===== config.mk =====
export PLATFORM = sky130hd
export DESIGN_NAME = gl_prim_assembly
export DESIGN_NICKNAME = d
export VERILOG_FILES = /design/src/rtl/gl_prim_assembly_pkg.sv /design/src/rtl/gl_prim_assembly_tri_out_reg.sv /design/src/rtl/gl_prim_assembly.sv
export SDC_FILE = /design/constraint.sdc
export NUM_CORES = 2
export LEC_CHECK = 0
export CORE_MARGIN = 4
export CORE_UTILIZATION = 40
export DETAILED_ROUTE_END_ITERATION = 12
export GPL_ROUTABILITY_DRIVEN = 1
export PLACE_DENSITY_LB_ADDON = 0.15
export SYNTH_ARGS = -nofsm -noshare
export SYNTH_HDL_FRONTEND = slang
export SYNTH_SLANG_ARGS = --single-unit

===== constraint.sdc =====
create_clock -name clk -period 2.6 [get_ports clk]
set_clock_uncertainty 0.1 [all_clocks]
set_input_delay 0.39 -clock clk [delete_from_list [all_inputs] [get_ports clk]]
set_output_delay 0.39 -clock clk [all_outputs]
set_load 0.005 [all_outputs]

===== src/rtl/gl_prim_assembly_pkg.sv =====
// gl_prim_assembly_pkg: topology encodings, FSM states and vertex field
// offsets shared by the triangle assembler and its output register.
// Build option: DEGEN_CULL_EN (see gl_prim_assembly.sv).
package gl_prim_assembly_pkg;

  localparam int COORD_W_DEF = 32;
  localparam int NUM_FIELDS  = 6;

  // Topology encodings as seen on prim_mode
  localparam logic [1:0] GL_PRIM_LIST  = 2'b00;
  localparam logic [1:0] GL_PRIM_STRIP = 2'b01;
  localparam logic [1:0] GL_PRIM_FAN   = 2'b10;

  // Field index inside a packed vertex {x,y,z,r,g,b}; x sits in the MSBs
  localparam int FLD_X = 5;
  localparam int FLD_Y = 4;
  localparam int FLD_Z = 3;
  localparam int FLD_R = 2;
  localparam int FLD_G = 1;
  localparam int FLD_B = 0;

  typedef enum logic [1:0] {
    ST_IDLE  = 2'd0,
    ST_WAIT0 = 2'd1,
    ST_WAIT1 = 2'd2,
    ST_WAIT2 = 2'd3
  } state_e;

  // The reserved encoding behaves as a triangle list
  function automatic logic [1:0] norm_mode(input logic [1:0] m);
    return (m == 2'b11) ? GL_PRIM_LIST : m;
  endfunction

endpackage


===== src/rtl/gl_prim_assembly_tri_out_reg.sv =====
// gl_tri_out_reg: three-vertex holding register with valid/ready handshake.
// A load is only requested when the slot is empty or being drained, so a
// held triangle is never overwritten.
module gl_tri_out_reg #(
  parameter int VTX_W = 192
) (
  input  logic             clk,
  input  logic             reset,
  input  logic             load,
  input  logic [VTX_W-1:0] in_v0,
  input  logic [VTX_W-1:0] in_v1,
  input  logic [VTX_W-1:0] in_v2,
  input  logic             tri_ready,
  output logic             tri_valid,
  output logic [VTX_W-1:0] tri_v0,
  output logic [VTX_W-1:0] tri_v1,
  output logic [VTX_W-1:0] tri_v2
);

  logic             valid_q, valid_d;
  logic [VTX_W-1:0] v0_q, v0_d, v1_q, v1_d, v2_q, v2_d;

  // Next valid/data: load sets, consume clears, otherwise hold
  always_comb begin
    valid_d = valid_q;
    v0_d    = v0_q;
    v1_d    = v1_q;
    v2_d    = v2_q;
    if (load) begin
      valid_d = 1'b1;
      v0_d    = in_v0;
      v1_d    = in_v1;
      v2_d    = in_v2;
    end else if (valid_q && tri_ready) begin
      valid_d = 1'b0;
    end
  end

  // Output register with synchronous reset
  always_ff @(posedge clk) begin
    if (reset) begin
      valid_q <= 1'b0;
      v0_q    <= '0;
      v1_q    <= '0;
      v2_q    <= '0;
    end else begin
      valid_q <= valid_d;
      v0_q    <= v0_d;
      v1_q    <= v1_d;
      v2_q    <= v2_d;
    end
  end

  assign tri_valid = valid_q;
  assign tri_v0    = v0_q;
  assign tri_v1    = v1_q;
  assign tri_v2    = v2_q;

endmodule


===== src/rtl/gl_prim_assembly.sv =====
// gl_prim_assembly: groups incoming vertices into list/strip/fan triangles.
// Build option: DEGEN_CULL_EN drops triangles with two identical (x,y)
// positions while still advancing slots and strip parity.
//
// state    | meaning
// ---------+----------------------------------------------------
// ST_IDLE  | outside a primitive; accepted vertices are dropped
// ST_WAIT0 | waiting for the first vertex (slot A)
// ST_WAIT1 | waiting for the second vertex (slot B)
// ST_WAIT2 | each further vertex completes a triangle
module gl_prim_assembly
  import gl_prim_assembly_pkg::*;
#(
  parameter int COORD_W = COORD_W_DEF,
  parameter int VTX_W   = NUM_FIELDS * COORD_W
) (
  input  logic             clk,
  input  logic             reset,
  input  logic             prim_begin,
  input  logic             prim_end,
  input  logic [1:0]       prim_mode,
  input  logic             vtx_valid,
  output logic             vtx_ready,
  input  logic [VTX_W-1:0] vtx_data,
  output logic             tri_valid,
  input  logic             tri_ready,
  output logic [VTX_W-1:0] tri_v0,
  output logic [VTX_W-1:0] tri_v1,
  output logic [VTX_W-1:0] tri_v2,
  output logic             busy
);

  state_e           state_q, state_d;
  logic [1:0]       mode_q, mode_d;
  logic             parity_q, parity_d;
  logic [VTX_W-1:0] slot_a_q, slot_a_d, slot_b_q, slot_b_d;

  logic             accept;
  logic             emit;
  logic             load;
  logic [VTX_W-1:0] e0, e1, e2;

  assign vtx_ready = !tri_valid || tri_ready;
  assign accept    = vtx_valid && vtx_ready;

  // Vertex processing first, then any begin/end state change on top
  always_comb begin
    state_d  = state_q;
    mode_d   = mode_q;
    parity_d = parity_q;
    slot_a_d = slot_a_q;
    slot_b_d = slot_b_q;
    emit     = 1'b0;
    e0       = slot_a_q;
    e1       = slot_b_q;
    e2       = vtx_data;

    if (accept) begin
      case (state_q)
        ST_WAIT0: begin
          slot_a_d = vtx_data;
          state_d  = ST_WAIT1;
        end
        ST_WAIT1: begin
          slot_b_d = vtx_data;
          state_d  = ST_WAIT2;
        end
        ST_WAIT2: begin
          emit = 1'b1;
          case (mode_q)
            GL_PRIM_STRIP: begin
              if (parity_q) begin
                e0 = slot_b_q;
                e1 = slot_a_q;
              end
              slot_a_d = slot_b_q;
              slot_b_d = vtx_data;
              parity_d = !parity_q;
            end
            GL_PRIM_FAN: begin
              slot_b_d = vtx_data;
            end
            default: begin
              state_d = ST_WAIT0;
            end
          endcase
        end
        default: ;
      endcase
    end

    if (prim_begin) begin
      state_d  = ST_WAIT0;
      mode_d   = norm_mode(prim_mode);
      parity_d = 1'b0;
    end else if (prim_end && state_q != ST_IDLE) begin
      state_d = ST_IDLE;
    end
  end

`ifdef DEGEN_CULL_EN
  logic [2*COORD_W-1:0] xy0, xy1, xy2;
  logic                 degen;

  // Two coincident screen positions give a zero-area triangle
  always_comb begin
    xy0   = {e0[FLD_X*COORD_W +: COORD_W], e0[FLD_Y*COORD_W +: COORD_W]};
    xy1   = {e1[FLD_X*COORD_W +: COORD_W], e1[FLD_Y*COORD_W +: COORD_W]};
    xy2   = {e2[FLD_X*COORD_W +: COORD_W], e2[FLD_Y*COORD_W +: COORD_W]};
    degen = (xy0 == xy1) || (xy0 == xy2) || (xy1 == xy2);
  end

  assign load = emit && !degen;
`else
  assign load = emit;
`endif

  // FSM, latched topology, strip parity and vertex slots
  always_ff @(posedge clk) begin
    if (reset) begin
      state_q  <= ST_IDLE;
      mode_q   <= GL_PRIM_LIST;
      parity_q <= 1'b0;
      slot_a_q <= '0;
      slot_b_q <= '0;
    end else begin
      state_q  <= state_d;
      mode_q   <= mode_d;
      parity_q <= parity_d;
      slot_a_q <= slot_a_d;
      slot_b_q <= slot_b_d;
    end
  end

  gl_tri_out_reg #(
    .VTX_W(VTX_W)
  ) u_out (
    .clk       (clk),
    .reset     (reset),
    .load      (load),
    .in_v0     (e0),
    .in_v1     (e1),
    .in_v2     (e2),
    .tri_ready (tri_ready),
    .tri_valid (tri_valid),
    .tri_v0    (tri_v0),
    .tri_v1    (tri_v1),
    .tri_v2    (tri_v2)
  );

  assign busy = (state_q != ST_IDLE) || tri_valid;

endmodule


**Yosys cells after proc, flatten, opt, wreduce, memory -nomap -nowiden**

Index checks and enable logic that the tools add are counted.

- Equal/unequal tests: 10
- Reductions and logical operators: 22
- Multiplexer cells: 22

Operators with widths:

| operator | count |
|---|---|
| 192-bit 2-to-1 mux | 10 |
| 192-bit one-hot mux with 2 select lines | 2 |
| 3-bit AND reduction | 5 |
| 2-bit equality test, second input constant | 4 |
| 2-bit nonzero test | 4 |
| 1-bit 2-to-1 mux | 7 |
| 2-bit != test, second input constant | 3 |
| 2-bit one-hot mux with 3 select lines | 1 |
| 3-bit nonzero test | 2 |
| 5-bit nonzero test | 1 |
| 2-bit by 1-bit equality test with 1-bit output, second input constant | 2 |
| 2-bit 2-to-1 mux | 2 |
| 4-bit != test, second input constant | 1 |
| 2-bit OR reduction | 2 |
| 1-bit logical AND | 3 |
| 3-bit OR reduction | 1 |
| 1-bit zero test | 2 |
| 1-bit logical OR | 2 |

- Flip-flop bits (word level): 966

**Longest topological paths before layout**

- Depth after elaboration: 7
- Depth in mapped cells: 10
- Depth with buffers taken out: 6

**Modules after synthesis**

Synthesis repeated with hierarchy kept, for this count alone.

- Cells, all modules: 4024
- Area total of the unflattened synthesis: 40727.8 µm²

Modules (own cells, without submodules):

| module | instances | sequential area each (µm²) | area each (µm²) | cells each |
|---|---|---|---|---|
| gl_tri_out_reg | 1 | 11551.1 | 20706.1 | 1860 |
| gl_prim_assembly | 1 | 7787.5 | 20021.7 | 2164 |

**Worst setup path before layout**

Ideal clock, no wire load.

- Kind: register to register
- Start point: register state_q[0]
- End point: register u_out.v0_q[172], in the netlist u_out.tri_v0[172]
- Required time: 2.368 ns
- Setup slack: 0.699 ns
- Arrival: 1.668 ns
- Stages on the path, launching flop included: 9
- Cell sequence: dfxtp_1 > ha_1 > buf_2 > buf_2 > clkbuf_1 > clkbuf_1 > nand3b_1 > o211ai_1 > a21oi_1

- Longest elaborated chain between the ends: 3

Ends and longest elaborated chain:

| item | line | text |
|---|---|---|
| from (decl) | gl_prim_assembly.sv:33 | `state_e state_q, state_d;` |
| from (signal assigned) | gl_prim_assembly.sv:127 | `state_q <= state_d;` |
| 2-bit equality test (*) | gl_prim_assembly.sv:59 | `case (state_q)` |
| 192-bit 2-to-1 mux or 1-bit 2-to-1 mux (tied branches) | gl_prim_assembly.sv:59 |  |
| 192-bit 2-to-1 mux or 1-bit 2-to-1 mux (tied branches) | gl_prim_assembly.sv:58 | `if (accept) begin` |
| to (signal assigned) | gl_prim_assembly_tri_out_reg.sv:48 | `v0_q <= v0_d;` |
| to (decl) | gl_prim_assembly_tri_out_reg.sv:21 | `logic [VTX_W-1:0] v0_q, v0_d, v1_q, v1_d, v2_q, v2_d;` |

Mark *: on every way between the ends. The rest lies on a longest branch, timed or not.
A chain may end at the register's enable or synchronous reset.

**Worst setup path in the final report**

- Start point: register state_q[0]
- End point: output port busy

- Longest elaborated chain between the ends: 2

Ends and longest elaborated chain:

| item | line | text |
|---|---|---|
| 2-bit nonzero test | gl_prim_assembly.sv:151 | `assign busy = (state_q != ST_IDLE) \|\| tri_valid;` |
| 1-bit logical OR | gl_prim_assembly.sv:151 |  |
| to (decl) | gl_prim_assembly.sv:30 | `output logic busy` |

Every way passes these cells.

==> metrics.md <==
| Metric | Value |
|---|---|
| Status | finished, final reports clean |
| First-pass DRT Iterations | 7 |
| Syn avg cell area | 8.37 µm² |
| EDFF count, synth | 0 |
| Finished Core Util | 53.7% |
| Total negative slack | 0 ns |
| Largest net degree at the start of global routing | 101 |
| Fraction of layout cells with a size suffix above 1 | 6.42% |
| Comb power frac | 5.7% |
| Flop-to-flop setup slack | 0.43 ns |
| Synth top area share | 48.6% |
| Die Footprint | 0.105 mm² |
| Area grow syn2layout | 33.1% |
| Total number of vias | 35700 |
| Most common flop cell mapped by yosys | dfxtp_1 |
| Pwr Density | 619 mW/mm² |
| Total clock sinks | 966 |
| Final hold vios | 0 |
| WS Path Type | flop to primary output |
| GRT Resource Usage Total | 23.3% |
| Dpl cells | 6501 |
| WP data arrival | 1.99 ns |
| CP required | 2.11 ns |
| Final nets | 5527 |
| Number of library cell types mapped by synthesis | 31 |
| Top area cells in the synthesized netlist | dfxtp_1, nand2_1, a21oi_1 |
| Commonest cells after routing, fill and taps aside | nand2_1, dfxtp_1, clkdlybuf4s50_1 |
| Reg power frac | 46.9% |
| R2R Path Start | state_q[0] |
| Clock Pin Slew Worst Setup and Hold Paths | 0.06 ns |
| Hold Path End | mode_q[0] |
| Syn nets | 4955 |
| Crit. End Element | primary output |
| R2R Path End | u_out.tri_v1[80] |
| Gp weighted congestion | 0.805 |
| Psw | 7.42 mW |
| Final worst slack | 0.116 ns |
| Post-Syn Area | 0.0398 mm² |
| Vias in the first global route | 32800 |
| WL/cell | 19.3 µm |
| Final WL | 129000 µm |
| Io pins | 779 |
| CTS tree | built |
| Clk root buf | clkbuf_16 |
| Clk pwr share | 47.4% |
| Cell taking the most area after synthesis | dfxtp_1 |
| Via/cell ratio | 5.33 |
| Slew @ Worst Pin | 0.632 ns |
| Peak supply drop | 0.534 mV |
| Effective utilization at floorplan | 40.3% |
| Finished Cell Area | 0.0529 mm² |
| Detail Placement HPWL | 89200 µm |
| Routed Antenna Nets | 0 |
| Most common cell after layout, fill and taps aside | nand2_1 |
| First-pass GRT wire length | 195000 µm |
| Final Max Tran Viols | 0 |
| DRC | 0 |
| Hold Crit Class | primary input to flop |
| Port Buf Inserts | 778 |
| Final Non-Filler Cells | 6699 |
| Starting DRT DRC Count | 2246 |
| Tot Pwr | 32.8 mW |
| FP Rows | 115 |
| Total grt overflow | 0 |
| Maximum fanout along the worst path | 5 |
| Initial antenna violation count | 3 |
| Crit path time final | 2.48 ns |
| Synthesized instance count | 4749 |
| Hold-fix buffers, CTS | 0 |
| Synth async-reset ratio | 0% |
| Fmax achieved | 403 MHz |
| Synthesis-stage register bit count | 966 |
| Internal power | 25.3 mW |
| Tcrit/Tclk final | 95.5% |
| Hold slack final | 0.0532 ns |
| Worst Hold Path Cells | 2 |
| Clock Path Buffers | 3 |
| Final Setup Violations | 0 |
| Hold Startpoint | reset |
| Die Span Y | 323 µm |
| RSZ-0062 raised after global routing | false |
| Placed inst area | 0.0493 mm² |
| Die W | 323 µm |
| Ys Warns | 0 |
| Max_cap viols | 0 |
| Clock latency on the worst-skew pair | 0.67 ns |
| Total CTS buffers | 105 |
| Core area | 0.0986 mm² |
| Leak Pwr | 16.0 nW |
| Worst Reg2Reg Path Length in Cells | 6 |
| H-tree levels | 3 |
| CP Launch Type | flop |
| Sequential area share after synthesis | 48.6% |
| Setup slack at placement | 0.0350 ns |
| Sw Share | 22.6% |
| Max-slew headroom | 57.9% |
==> cell usage after synthesis, types with 36 or more instances <==
| library cell | count |
|---|---|
| nand2_1 | 1156 |
| dfxtp_1 | 966 |
| a21oi_1 | 773 |
| nand3b_1 | 385 |
| o211ai_1 | 384 |
| clkbuf_1 | 244 |
| nor2_1 | 195 |
| mux2i_1 | 194 |
| a211oi_1 | 192 |
| buf_2 | 153 |
| buf_1 | 39 |
| buf_4 | 36 |
==> logic make-up (layout without fill, tap and decap cells) <==
| group | count (synthesis) | after routing | synth area share [%] |
|---|---|---|---|
| buffers and inverters | 481 | 1139 | 5.36 |
| flip-flops | 966 | 966 | 48.6 |
| AND/OR/NAND/NOR | 1745 | 1745 | 20.2 |
| adder cells (fa/ha/maj) | 6 | 6 | 0.189 |
| other | 0 | 5 | 0 |
| multiplexers | 194 | 194 | 4.88 |
| XOR/XNOR | 1 | 1 | 0.0220 |
| AO/OA/AOI/OAI | 1356 | 1356 | 20.7 |
==> sequential cells by signal, summed over array words and instances, names as in the netlist <==
register,cells
u_out.tri_v2,192
u_out.tri_v1,192
mode_q,2
u_out.tri_valid,1
slot_a_q,192
slot_b_q,192
u_out.tri_v0,192
state_q,2
parity_q,1
==> power by group through the flow <==
| stage | Clock (mW) | Sequential [mW] | Combinational (mW) |
|---|---|---|---|
| after global placement | 0 | 15.7 | 1.86 |
| after floorplan | 0 | 15.6 | 1.03 |
| after detailed placement | 0 | 15.7 | 1.88 |
| final | 15.5 | 15.4 | 1.88 |
| after global routing | 16.5 | 15.4 | 2.05 |
| after CTS | 15.9 | 15.4 | 1.89 |
==> layer usage <==
layer / up-vias / routed length [µm] / track usage (%)
met5: - / 0 / 0
met3: 172 / 7860 / 5.18
met4: 0 / 3750 / 7.14
met1: 16900 / 55100 / 29.3
li1: 17800 / - / -
met2: 858 / 62700 / 40.1
==> worst max-delay path by stage <==
stage          cells after the start                end  slack (ns)       start
2_1_floorplan                      8  u_out.tri_v0[172]        0.70  state_q[0]
3_3_place_gp                       8       slot_a_q[64]        0.08   tri_ready
3_5_place_dp                       8       slot_a_q[88]        0.04   tri_ready
4_1_cts                            4               busy        0.01  state_q[0]
5_1_grt                            4               busy        0.03  state_q[0]
6_report                           4               busy        0.12  state_q[0]
==> layout make-up <==
class	count	area, µm²
fill	9075	45600
sequential	966	19300
multi-input combinational	3302	18400
timing repair buffer	937	9940
clock buffer	156	3200
tap	1287	1610
clock inverter	37	443
inverter	9	33.8
antenna	5	12.5
==> critical path: stages (launching register included) <==
cell             delay (ns)
dfxtp_4                0.38
inv_1                  0.07
ha_1                   0.24
nand2b_1               0.08
clkdlybuf4s50_1        0.57
==> what timing repair did <==
action                                  4_1_cts  5_1_grt
pin swaps                                     0        0
buffers inserted                              0        0
gates cloned                                  0        0
gates resized for setup                       2        1
endpoints found under the setup margin        1        1
Power figures use the tool's default switching activity.
